==> config.mk <==
export PLATFORM = sky130hd
export DESIGN_NAME = axi_write_burst_master
export DESIGN_NICKNAME = d
export VERILOG_FILES = /design/src/rtl/axi_write_burst_master_pkg.sv /design/src/rtl/axi_wr_beat_gen.sv /design/src/rtl/axi_write_burst_master.sv
export SDC_FILE = /design/constraint.sdc
export NUM_CORES = 1
export LEC_CHECK = 0
export ABC_CLOCK_PERIOD_IN_PS = 2400
export CAP_MARGIN = 20
export CORE_MARGIN = 2
export CORE_UTILIZATION = 41
export CTS_BUF_LIST = sky130_fd_sc_hd__clkbuf_8
export CTS_CLUSTER_SIZE = 25
export DETAILED_ROUTE_END_ITERATION = 7
export MAX_ROUTING_LAYER = met4
export PLACE_DENSITY = 0.9
export SLEW_MARGIN = 0
export SYNTH_ARGS = -nofsm -noshare
export SYNTH_HDL_FRONTEND = slang
export SYNTH_SLANG_ARGS = --single-unit
==> constraint.sdc <==
create_clock -name aclk -period 2.4 [get_ports aclk]
set_input_delay 0.48 -clock aclk [delete_from_list [all_inputs] [get_ports aclk]]
set_output_delay 0.48 -clock aclk [all_outputs]
set_load 0.005 [all_outputs]
==> src/rtl/axi_write_burst_master_pkg.sv <==
// Shared AXI3 encodings and FSM states for the write-burst master.
package axi_write_burst_master_pkg;

  localparam logic [1:0] RESP_OKAY   = 2'b00;
  localparam logic [1:0] RESP_EXOKAY = 2'b01;
  localparam logic [1:0] RESP_SLVERR = 2'b10;
  localparam logic [1:0] RESP_DECERR = 2'b11;

  localparam logic [1:0] BURST_FIXED = 2'b00;
  localparam logic [1:0] BURST_INCR  = 2'b01;
  localparam logic [1:0] BURST_WRAP  = 2'b10;

  localparam logic [2:0] SIZE_4B = 3'b010;

  typedef enum logic [2:0] {
    ST_IDLE,
    ST_ADDR,
    ST_DATA,
    ST_RESP,
    ST_DONE
  } state_t;

  // True when the last word of the burst would land in the next 4KB page.
  function automatic logic crosses_4k(input logic [9:0] word_idx, input logic [3:0] len);
    logic [10:0] sum;
    sum = {1'b0, word_idx} + {7'd0, len};
    return sum[10];
  endfunction

endpackage

==> src/rtl/axi_wr_beat_gen.sv <==
// Beat counter, incrementing write data and wlast for one INCR burst.
module axi_wr_beat_gen (
  input  logic        aclk,
  input  logic        areset,
  input  logic        load,
  input  logic [31:0] seed,
  input  logic [3:0]  len,
  input  logic        active,
  input  logic        advance,
  output logic [31:0] wrdata,
  output logic        wlast
);

  logic [31:0] seed_q;
  logic [3:0]  len_q;
  logic [3:0]  beat;

  always_ff @(posedge aclk) begin
    if (areset) begin
      seed_q <= 32'd0;
      len_q  <= 4'd0;
      beat   <= 4'd0;
    end else if (load) begin
      seed_q <= seed;
      len_q  <= len;
      beat   <= 4'd0;
    end else if (advance) begin
      beat <= beat + 4'd1;
    end
  end

  assign wrdata = seed_q + {28'd0, beat};
  // Gated by active so an idle bus never shows a stray wlast.
  assign wlast  = active && (beat == len_q);

endmodule

==> src/rtl/axi_write_burst_master.sv <==
// AXI3 single-burst write master; define AXI_WR_BID_CHECK_EN to flag
// responses whose bid does not match the issued ID as SLVERR.
module axi_write_burst_master
  import axi_write_burst_master_pkg::*;
#(
  parameter int         TIMEOUT_CYCLES = 256,
  parameter logic [3:0] WSTRB_VAL      = 4'hF
) (
  input  logic        aclk,
  input  logic        areset,
  input  logic        cmd_valid,
  output logic        cmd_ready,
  input  logic [31:0] cmd_addr,
  input  logic [3:0]  cmd_len,
  input  logic [3:0]  cmd_id,
  input  logic [31:0] cmd_data,
  output logic        done_valid,
  output logic [1:0]  done_resp,
  output logic [3:0]  awid,
  output logic [31:0] awadr,
  output logic [3:0]  awlen,
  output logic [2:0]  awsize,
  output logic [1:0]  awburst,
  output logic        awvalid,
  input  logic        awready,
  output logic [3:0]  wid,
  output logic [31:0] wrdata,
  output logic [3:0]  wstrb,
  output logic        wlast,
  output logic        wvalid,
  input  logic        wready,
  input  logic [3:0]  bid,
  input  logic [1:0]  bresp,
  input  logic        bvalid,
  output logic        bready
);

  localparam int TW = $clog2(TIMEOUT_CYCLES + 1);

  state_t          state;
  logic [TW-1:0]   timer;
  logic [1:0]      resp_sel;
  logic            unused_addr;

  assign unused_addr = ^cmd_addr[1:0];

`ifdef AXI_WR_BID_CHECK_EN
  always_comb begin
    resp_sel = bresp;
    if (bid != awid) resp_sel = RESP_SLVERR;
  end
`else
  logic unused_bid;
  assign unused_bid = ^bid;
  always_comb begin
    resp_sel = bresp;
  end
`endif

  axi_wr_beat_gen u_beat_gen (
    .aclk    (aclk),
    .areset  (areset),
    .load    (state == ST_IDLE && cmd_valid),
    .seed    (cmd_data),
    .len     (cmd_len),
    .active  (wvalid),
    .advance (wvalid && wready),
    .wrdata  (wrdata),
    .wlast   (wlast)
  );

  // Each phase raises only its own valid/ready, so AW, W and B never overlap.
  always_ff @(posedge aclk) begin
    if (areset) begin
      state      <= ST_IDLE;
      cmd_ready  <= 1'b1;
      done_valid <= 1'b0;
      done_resp  <= RESP_OKAY;
      awid       <= 4'd0;
      awadr      <= 32'd0;
      awlen      <= 4'd0;
      awsize     <= 3'd0;
      awburst    <= 2'd0;
      awvalid    <= 1'b0;
      wid        <= 4'd0;
      wstrb      <= 4'd0;
      wvalid     <= 1'b0;
      bready     <= 1'b0;
      timer      <= '0;
    end else begin
      done_valid <= 1'b0;
      case (state)
        ST_IDLE: begin
          if (cmd_valid) begin
            cmd_ready <= 1'b0;
            awid      <= cmd_id;
            wid       <= cmd_id;
            awadr     <= {cmd_addr[31:2], 2'b00};
            awlen     <= cmd_len;
            if (crosses_4k(cmd_addr[11:2], cmd_len)) begin
              done_valid <= 1'b1;
              done_resp  <= RESP_SLVERR;
              state      <= ST_DONE;
            end else begin
              awsize  <= SIZE_4B;
              awburst <= BURST_INCR;
              awvalid <= 1'b1;
              state   <= ST_ADDR;
            end
          end
        end
        ST_ADDR: begin
          if (awready) begin
            awvalid <= 1'b0;
            wvalid  <= 1'b1;
            wstrb   <= WSTRB_VAL;
            state   <= ST_DATA;
          end
        end
        ST_DATA: begin
          if (wready && wlast) begin
            wvalid <= 1'b0;
            wstrb  <= 4'd0;
            bready <= 1'b1;
            timer  <= '0;
            state  <= ST_RESP;
          end
        end
        ST_RESP: begin
          if (bvalid) begin
            bready     <= 1'b0;
            done_valid <= 1'b1;
            done_resp  <= resp_sel;
            state      <= ST_DONE;
          end else if (timer == TW'(TIMEOUT_CYCLES - 1)) begin
            bready     <= 1'b0;
            done_valid <= 1'b1;
            done_resp  <= RESP_DECERR;
            state      <= ST_DONE;
          end else begin
            timer <= timer + 1'b1;
          end
        end
        ST_DONE: begin
          cmd_ready <= 1'b1;
          state     <= ST_IDLE;
        end
        default: state <= ST_IDLE;
      endcase
    end
  end

endmodule

* After elaboration in Yosys (flattened, before gate mapping)
Cells that the tools add are included.
** Word-level totals
- Flip-flop bits (word level) :: 102
- Memory bits (read-only) :: 0
- Input bits :: 84
- Bits in writable memories :: 0
- Memories :: 0
- Logic and storage cells :: 92
- Bits in latches :: 0
- Output and inout bits :: 93
** Cells by class
- Add/sub/neg operators :: 4
- Magnitude comparators :: 0
- Div/mod/pow operators :: 0
- Equality and inequality tests :: 14
- Muxes and demuxes :: 37
- Reductions and logical operators :: 20
- Shift operators :: 0
- Multiply operators :: 0
- Bitwise operators :: 1
** Operator list (count)
- 32-bit by 4-bit adder with 32-bit output :: 1
- 9-bit two-way mux :: 3
- 3-bit two-way mux :: 6
- 9-bit case mux with 2 select lines :: 1
- 4-bit AND reduction :: 4
- 1-bit two-way mux :: 13
- 2-bit inequality test (second input constant) :: 6
- 3-bit case mux with 4 select lines :: 1
- 10-bit by 4-bit adder with 11-bit output :: 1
- 1-bit case mux with 2 select lines :: 5
- 2-bit nonzero test :: 5
- 9-bit by 1-bit adder with 9-bit output (second input constant) :: 1
- 9-bit by 8-bit == test with 1-bit output (second input constant) :: 1
- 3-bit AND reduction :: 3
- 2-bit two-way mux :: 4
- 4-bit two-way mux :: 2
- 4-bit case mux with 2 select lines :: 1
- 3-bit by 2-bit == test with 1-bit output (second input constant) :: 2
- 4-bit by 1-bit adder with 4-bit output (second input constant) :: 1
- 4-bit == test :: 1
- 1-bit logical AND :: 4
- 2-bit case mux with 2 select lines :: 1
- 2-bit AND reduction :: 2
- 3-bit by 1-bit == test with 1-bit output (second input constant) :: 1
- other kinds (6) :: 6

* Logic depth before layout (Yosys ltp)
- Word-level depth :: 5
- Gate-level depth with buffers :: 9
- Gate-level depth less buffers :: 9

* Cells and area by module
Synthesis repeated with hierarchy kept, for this count alone.
** Second synthesis, totals
- Cell total of the unflattened synthesis :: 549
- Area, all modules :: 4720.8 µm²
** By module, submodules not included
- axi_write_burst_master :: cells each 308, times used 1, area an instance 2531.2 µm², sequential area each 1161.1 µm²
- axi_wr_beat_gen :: cells each 241, times used 1, area an instance 2189.6 µm², sequential area each 800.8 µm²

* Worst setup path before layout
No wires, ideal clock.
- Kind :: reg2out
- From :: register u_beat_gen.beat[0]
- To :: output port wrdata[10]
- Setup slack :: -0.009 ns
- Required time :: 1.920 ns
- Path buffers :: 1
- Stages on the path, launching flop included :: 8
- Arrival time :: 1.929 ns
- Cell sequence :: dfxtp_1 > ha_1 > fa_1 > a21o_1 > a21oi_1 > buf_2 > nor3b_1 > xor2_1
** Between the ends
- Word-level cells in the longest chain between the ends :: 1
** RTL lines
- from (decl) :: RTL line axi_wr_beat_gen.sv:16 : logic [3:0] beat;
- from (signal assigned) :: RTL line axi_wr_beat_gen.sv:28 : beat <= beat + 4'd1;
- 32-bit by 4-bit adder with 32-bit output :: RTL line axi_wr_beat_gen.sv:32 : assign wrdata = seed_q + {28'd0, beat};
- to (decl) :: RTL line axi_write_burst_master.sv:27 : output logic [31:0] wrdata,
Every way passes these cells.

* Worst setup path in the final report
Ends and elaborated chain as after synthesis.

==> flow_summary_export.csv <==
group,metric,value,unit
status,status,"finished, violations left",
status,violations,"setup timing",
floorplanning,io_pins,177,
clock_network,cts_sinks,94,
worst_setup_path,path_max_fanout,5,
placement,dp_slack,-0.3187,ns
global_route,grt_pass1_wl,22.74,mm
yosys,yosys-top-cells-area,"dfxtp_1, nand2_1, a21oi_1",
global_route,gr-usage-all-layers,0.2310,
clock_network,cts-buffers-inserted,9,
clock_network,h-tree-depth,3,
sta,setup_ws,-0.3317,ns
sta,skew,0.01025,ns
sta,fin_crit_sh,1.138,
clock_network,clock-root-buffer,"clkbuf_8",
floorplanning,rows,38,
final_layout,fin_nets,870,
clock_network,clkSlewWorstSetupHoldPaths,0.09,ns
clock_network,clock_latency,0.36,ns
placement,place_inst,877,
global_route,gr-total-overflow,0,
worst_setup_path,cp-start-kind,"register",
final_layout,final_common_cell,"nand2_1",
sta,max_freq,366.1,MHz
worst_setup_path,r2r-start,"timer[1]",
yosys,synth_top_area_share,0.4040,
detailed_routing,vias,4821,
global_route,grt_max_degree,48,
yosys,yosysWarnings,0,
worst_setup_path,crit_arrival,2.25,ns
detailed_routing,post_drt_wl_per_cell,15.81,um
yosys,synthArstFlopShare,0,
floorplanning,die_h,110.6,um
clock_network,clockBufferDepth,2,
detailed_routing,drtPass1Iterations,5,
job,maxCapViolCount,0,
placement,place_area,6604,um2
yosys,synth_seq_area_share,0.4040,
yosys,syn_inst,573,
sta,fin_crit,2.732,ns
sta,slew_viol_final,0,
worst_setup_path,worstSetupPathType,"reg2out",
final_layout,stdcell_area,7311,um2
clock_network,hold_buffers,0,
final_layout,final_cell_mix,"nand2_1, clkdlybuf4s50_1, dfxtp_1",
sta,relSlewSlack,0.6346,
sta,worstMarginPinSlew,0.5439,ns
detailed_routing,first_iter_violations,310,
floorplanning,initial_utilization,0.4241,
yosys,ys.flop_type,"dfxtp_1",
hold_path,min-delay-start,"awadr[29]",
worst_setup_path,worstSetupStartpoint,"u_beat_gen.beat[0]",
yosys,synth_edf_count,0,
placement,gp_congestion,0.8368,
final_layout,syn_to_final_growth,56.94,%
final_layout,fin_cells,920,
hold_path,hold_class,"reg2reg",
detailed_routing,vias_per_cell,5.240,
final_layout,drive_gt1_frac,0.2244,
yosys,netlist_area,4658,um2
yosys,ys_seq_elements,94,
floorplanning,fp.dieW,110.6,um
detailed_routing,routed_wl,14.55,mm
detailed_routing,final_antenna_net_count,0,
pwr,cellLeakagePower,3.209,nW
pwr,power.density,489.0,nW/um2
floorplanning,core,10980,um2
worst_setup_path,end_kind,"primary output",
sta,setup_viol,28,
yosys,postSynthAreaPerCell,8.130,um2
floorplanning,dieArea,12230,um2
placement,dp_hpwl,9.570,mm
detailed_routing,route.detailed.drc,0,
sta,hold_viol,0,
worst_setup_path,reg2regPathDepth,10,
global_route,antenna_found_initial,0,
global_route,grt_pass1_vias,4738,
yosys,yosysUniqueCellTypes,64,
placement,port_buffers,165,
final_layout,antennaDiodeCount,0,
worst_setup_path,required,1.92,ns
sta,timing.hold.ws,0.4572,ns
sta,rsz0062_at_grt,"true",
yosys,synth_top_area_cell,"dfxtp_1",
pwr,ir_drop,0.3851,mV
hold_path,hold_depth,2,
clock_network,cts_tree,"done",
==> area by class of cell <==
cell class	count	area [um2]
timing repair buffer	237	2206
sequential	94	1889
tap	140	175.2
inverter	12	45.04
multi-input combinational	421	2781
clock inverter	5	62.56
clock buffer	11	151.4
fill	812	3672
==> critical path: stages, from the launching register on <==
cell	delay, ns
dfxtp_2	0.35
ha_4	0.17
fa_2	0.34
a21o_1	0.20
a21oi_4	0.20
buf_6	0.15
buf_6	0.12
nor3b_4	0.05
xor2_1	0.17
buf_2	0.16
==> through the flow <==
stage / utilization / total power [mW] / setup TNS, ns
after floorplan: - / 2.068 / 0
after global placement: 0.6013 / 2.496 / -5.189
after detailed placement: 0.6013 / 2.514 / -6.337
after CTS: 0.6476 / 3.598 / -6.997
after global routing: 0.6656 / 3.765 / -9.455
final: 0.6656 / 3.575 / -7.215
==> final timing paths <==
path                                   end  slack, ns
worst max-delay path            wrdata[10]      -0.33
worst min-delay path             awadr[29]       0.46
worst max register to register    timer[6]       0.13
worst min register to register   awadr[29]       0.46
==> logic make-up (layout without fill, tap and decap cells) <==
group | Yosys count | count (layout) | synth area share
flops | 94 | 94 | 0.4040
simple gates | 251 | 251 | 0.2772
fa+ha+maj | 11 | 11 | 0.03116
mux | 2 | 2 | 0.004298
other cells | 1 | 5 | 0.0008050
compound gates | 116 | 116 | 0.1445
buf+inv | 62 | 265 | 0.07037
xor+xnor | 36 | 36 | 0.06769
==> repair_timing <==
item / 4_1_cts / 5_1_grt
pin swaps: 15 / 24
setup buffers: 20 / 5
endpoints found under the setup margin: 32 / 41
gates cloned: 2 / 0
gates resized for setup: 164 / 36
==> per-layer routing <==
metal  up-vias  global-route usage  routed length, um
li1       2352                   -                  -
met1      2239              0.2777               6231
met2       198              0.3730               7003
met3        32             0.05434                901
met4         0             0.09583                413
met5         -                   -                  0
==> registers in the layout, indices dropped and copies added, names as in the netlist, 2 cells and up <==
name and cells:
u_beat_gen.seed_q 32, awadr 30, awlen 4, timer 9, done_resp 2, u_beat_gen.beat 4
wid 4, state 3
==> synth_stat cells, drive strengths merged (3+ instances only) <==
cell,instances
nand3,12
buf,32
nor4b,4
o311ai,3
nand3b,4
nor4,11
and3,6
dfxtp,94
ha,10
a21o,3
and4,6
nor3b,4
o211ai,5
nand4,8
nor3,14
xor2,29
nor2,9
nand2,159
xnor2,7
o21ai,6
inv,11
a21oi,82
clkbuf,18
a31oi,3
==> power by group <==
group | switching, mW | internal, mW
sequential | 0.0730 | 1.65
combinational | 0.340 | 0.408
clock | 0.554 | 0.546
total | 0.967 | 2.61
Power figures use the tool's default switching activity.
